[src/rtl/ram_arbiter.sv]
// Two-port arbiter sharing one single-port RAM between a CPU and a host loader.
// Alternates ownership under contention, capping each run at MAX_RUN accesses.
module ram_arbiter #(
    parameter int MAX_RUN = 4
) (
    input  logic       clk,
    input  logic       rst,
    input  logic       cpu_req,
    input  logic       cpu_we,
    input  logic [7:0] cpu_addr,
    input  logic [7:0] cpu_wdata,
    output logic       cpu_gnt,
    output logic       cpu_ack,
    output logic [7:0] cpu_rdata,
    input  logic       host_req,
    input  logic       host_we,
    input  logic [7:0] host_addr,
    input  logic [7:0] host_wdata,
    output logic       host_gnt,
    output logic       host_ack,
    output logic [7:0] host_rdata,
    output logic [7:0] mem_addr,
    output logic [7:0] mem_wdata,
    output logic       mem_we,
    input  logic [7:0] mem_rdata
);

    typedef enum logic [1:0] {IDLE, CPU_OWN, HOST_OWN} state_t;

    localparam logic [2:0] RUN_MAX = 3'(MAX_RUN);

    state_t     state;
    logic [2:0] run_cnt;
    logic       last_host;

    logic       cpu_acc, host_acc, acc, other_req;
    logic [2:0] run_next;

    // Grants come straight off the state register, so async reset drops them at once.
    assign cpu_gnt   = (state == CPU_OWN);
    assign host_gnt  = (state == HOST_OWN);
    assign cpu_acc   = cpu_gnt & cpu_req;
    assign host_acc  = host_gnt & host_req;
    assign acc       = cpu_acc | host_acc;
    assign other_req = cpu_gnt ? host_req : cpu_req;
    assign run_next  = (run_cnt == RUN_MAX) ? RUN_MAX : run_cnt + 3'd1;

    always_comb begin
        mem_we    = 1'b0;
        mem_addr  = 8'd0;
        mem_wdata = 8'd0;
        if (cpu_acc) begin
            mem_we    = cpu_we;
            mem_addr  = cpu_addr;
            mem_wdata = cpu_wdata;
        end else if (host_acc) begin
            mem_we    = host_we;
            mem_addr  = host_addr;
            mem_wdata = host_wdata;
        end
    end

    always_ff @(posedge clk or negedge rst) begin
        if (!rst) begin
            state      <= IDLE;
            run_cnt    <= 3'd0;
            last_host  <= 1'b1;
            cpu_ack    <= 1'b0;
            host_ack   <= 1'b0;
            cpu_rdata  <= 8'd0;
            host_rdata <= 8'd0;
        end else begin
            cpu_ack  <= cpu_acc;
            host_ack <= host_acc;
            if (cpu_acc && !cpu_we)
                cpu_rdata <= mem_rdata;
            if (host_acc && !host_we)
                host_rdata <= mem_rdata;

            case (state)
                IDLE: begin
                    run_cnt <= 3'd0;
                    // On a tie the side that did not own the RAM last goes first.
                    if (cpu_req && (!host_req || last_host))
                        state <= CPU_OWN;
                    else if (host_req)
                        state <= HOST_OWN;
                end
                CPU_OWN, HOST_OWN: begin
                    if (!acc || (run_next == RUN_MAX && other_req)) begin
                        state     <= IDLE;
                        run_cnt   <= 3'd0;
                        last_host <= (state == HOST_OWN);
                    end else begin
                        run_cnt <= run_next;
                    end
                end
                default: state <= IDLE;
            endcase
        end
    end

endmodule

[config.mk]
export PLATFORM = sky130hd
export DESIGN_NAME = ram_arbiter
export DESIGN_NICKNAME = d
export VERILOG_FILES = /design/src/rtl/ram_arbiter.sv
export SDC_FILE = /design/constraint.sdc
export NUM_CORES = 1
export LEC_CHECK = 0
export ABC_AREA = 0
export CAP_MARGIN = 0
export CORE_ASPECT_RATIO = 0.8
export CORE_MARGIN = 2
export CORE_UTILIZATION = 39
export DETAILED_ROUTE_END_ITERATION = 8
export PLACE_DENSITY = 0.86
export RECOVER_POWER = 50
export SLEW_MARGIN = 20
export SYNTH_ARGS = -nofsm -noshare
export SYNTH_HDL_FRONTEND = slang
export SYNTH_SLANG_ARGS = --single-unit
[constraint.sdc]
create_clock -name clk -period 5 [get_ports clk]
set_input_delay 1.5 -clock clk [delete_from_list [all_inputs] [get_ports clk]]
set_output_delay 1.5 -clock clk [all_outputs]
set_load 0.1 [all_outputs]
==> summary.txt, run 1 <==
Status
  – Status: finished with violations
  – Violated checks: max-capacitance violations, max-slew violations

Clocking
  – Clock sinks: 24
  – Max Root-Sink Buffers: 2
  – Clk Latency, worst-skew pair: about 260 ps
  – CTS-repair resized insts: 0
  – Setup bufs post-CTS: 0
  – CTS clock-pin slew for the worst setup and hold paths: roughly 80 ps
  – H-Tree Depth: 1
  – TritonCTS Buffers: 3
  – CTS Hold Bufs: 0
  – CTS tree: built
  – Root cell of the clock tree: clkbuf_8

Synthesis
  – Main area contributors after synthesis: dfrtp_1 45%, mux2_2 14%, a22o_1 12%
  – Synthesized area: about 1300 um^2
  – Synthesized area per cell: 11.7 um^2
  – Async S/R FF share, synth: 100%
  – Yosys cell types: 26
  – Ys flop type: dfrtp_1
  – Number of flops mapped to enable cells by yosys: 0
  – Synth Register Bits: 24
  – Synth cell count leaders: 23 x dfrtp_1, 18 x a22o_1, 16 x mux2_2
  – Most frequent cell after synthesis: dfrtp_1
  – Sequential area share after synthesis: 46.8%
  – Syn Inst Count: 110
  – Synth top area share: around 45%
  – Syn Nets: about 160
  – Synth Warn #: 0
  – Synth area leader: dfrtp_1

Timing
  – Final count of hold timing violations: 0
  – Slew Viols, Final: 8
  – Least-Margin Pin Slew: between 1500 and 2000 ps
  – Unrepaired setup endpoints after global routing: false
  – Headroom to the max-slew limit: -22.6%
  – Tmin final: approximately 4700 ps
  – Setup TNS: 0 ps
  – Final clock skew: approximately 1.3 ps
  – F_max: roughly 210 MHz
  – Tcrit/Tclk final: about 94%
  – Final Setup Violations: 0

Layout
  – Non-Filler Instances: approximately 230
  – Layout cells sized above 1: between 20% and 30%
  – Nets: approximately 250
  – Area Growth Syn to Fin: 83.4%
  – Util after Layout: 75.9%
  – Number of diodes: 0
  – Fillers: 184

Floorplanning
  – Die Y: ~55 um
  – Core footprint: about 3100 um^2
  – Die footprint: 3780 um^2
  – # rows: 18
  – Chip width: 68.2 um
  – Number of I/O pins: 83
  – Initial Util: between 40 and 50%

Detailed routing
  – DR pass1 iterations: 4
  – Via count: between 1000 and 1500
  – Starting DRT DRC Count: 97
  – Wirelength, routed: ~4000 um
  – Wirelength per Cell: between 15 and 20 um
  – ANT nets after route: 0
  – Drc violations: 0
  – Drt via density: 5.53

Global route
  – Vias in the first global route: roughly 1400
  – GRT Residual Overflow: 0
  – Initial antenna violation count: 0
  – Tot GR Track Use: 22.4%
  – Global-route wire length before repair: between 6000 and 7000 um
  – Largest net degree at the start of global routing: 25

Setup path
  – Critical Path RT: around 3500 ps
  – Critical path data arrival time: roughly 3200 ps
  – Crit path largest cell delay: 660 ps
  – FF-to-FF Start: run_cnt[0]
  – Slowest-stage cell, CP: dlygate4sd3_1
  – CP Class: in -> out
  – Crit end category: output pin
  – CP startpoint: host_req
  – CP Cell Sequence: dlygate4sd3_1 > and2_0 > nor2b_1 > buf_4 > a22o_1 > buf_12
  – Startpoint Class: primary input
  – Critical-path maximum fanout: 17

Flow run
  – Max-cap violations: 1

Hold path
  – Worst min path class: reg -> reg
  – HP Start: last_host

Placed design
  – I/O Buffers: approximately 80
  – DP HPWL: between 3000 and 4000 um
  – Inst Count DP: 228
  – Routability-driven placement congestion ratio: 0.812
## path summary, 6_finish.rpt
check,slack (ps),cells past startpoint,end
max,310,6,mem_addr[0]
min,480,2,last_host
max reg2reg,1990,5,run_cnt[0]
min reg2reg,480,2,last_host
max in group asynchronous,2820,1,run_cnt[0]
min in group asynchronous,1470,1,run_cnt[1]
## logic make-up after synthesis
group | Yosys count | synth area share, %
buffers and inverters | 14 | 4.67
adder cells (fa/ha/maj) | 6 | 5.84
AO/OA/AOI/OAI | 31 | 20.4
multiplexers | 17 | 14.8
flip-flops | 24 | 46.8
AND/OR/NAND/NOR | 18 | 7.49
## layout make-up
type / instances / area [um^2] / area share, %
Multi-Input combinational cell: 72 / 606 / 25.7
Tap cell: 40 / 50.0 / 2.12
Clock buffer: 3 / 41.3 / 1.75
Inverter: 8 / 30.0 / 1.27
Clock inverter: 1 / 30.0 / 1.27
Timing Repair Buffer: 84 / 1000 / 42.4
Sequential cell: 24 / 602 / 25.5
## stage by stage
step,worst slack (ps),hold WS (ps),cell area (um^2)
after floorplan,603,435,1290
after global placement,502,451,2310
after detailed placement,446,464,2310
after CTS,444,478,2380
after global routing,259,534,2360
final,309,482,2360
## sequential cells by signal (all words and copies together) (netlist names)
| name | flops |
|---|---|
| run_cnt | 3 |
| cpu_rdata | 8 |
| host_rdata | 8 |
| host_ack | 1 |
| cpu_ack | 1 |
| last_host | 1 |
| state | 2 |
## critical path, delay by kind of cell
kind                   cells  cell delay, ps
buffers and inverters      3            1070
AOI/OAI and AO/OA          1             220
and+or+nand+nor            2             400
## cell usage in the layout (no fill, tap or decap), types with 2 or more instances in the layout
| cell type | instances |
|---|---|
| dlygate4sd3_1 | 2 |
| a22o_1 | 18 |
| a21oi_1 | 3 |
| clkbuf_8 | 3 |
| nand2_1 | 3 |
| nor2_1 | 4 |
| buf_12 | 17 |
| inv_1 | 8 |
| clkdlybuf4s50_1 | 62 |
| and2_0 | 2 |
| o21ai_0 | 2 |
| dfrtp_1 | 23 |
| nand2b_1 | 4 |
| mux2_2 | 15 |
| ha_1 | 6 |
| o21ai_1 | 2 |
| buf_4 | 2 |
## per-layer routing
metal  routed length (um)  up-vias  track usage [%]
met5                    0        -                0
met4                  103        0             9.43
met3                  296       14             3.67
met2                 2130       83             39.5
li1                     -      561                -
met1                 1460      625             26.0
Power of run 1 is not shown: default switching activity piles up to over one toggle a cycle in this logic, so the estimate is an artifact.
==> run 2: changes to the inputs <==
--- a/config.mk
+++ b/config.mk
@@ -11,6 +11,7 @@
 export CORE_MARGIN = 2
 export CORE_UTILIZATION = 39
 export DETAILED_ROUTE_END_ITERATION = 8
+export GPL_ROUTABILITY_DRIVEN = 0
 export PLACE_DENSITY = 0.86
 export RECOVER_POWER = 50
 export SLEW_MARGIN = 20
==> results of run 2 <==
The final DEF is identical to that of run 1; final timing and power are the same.
Power of run 2 is left out for the same reason.
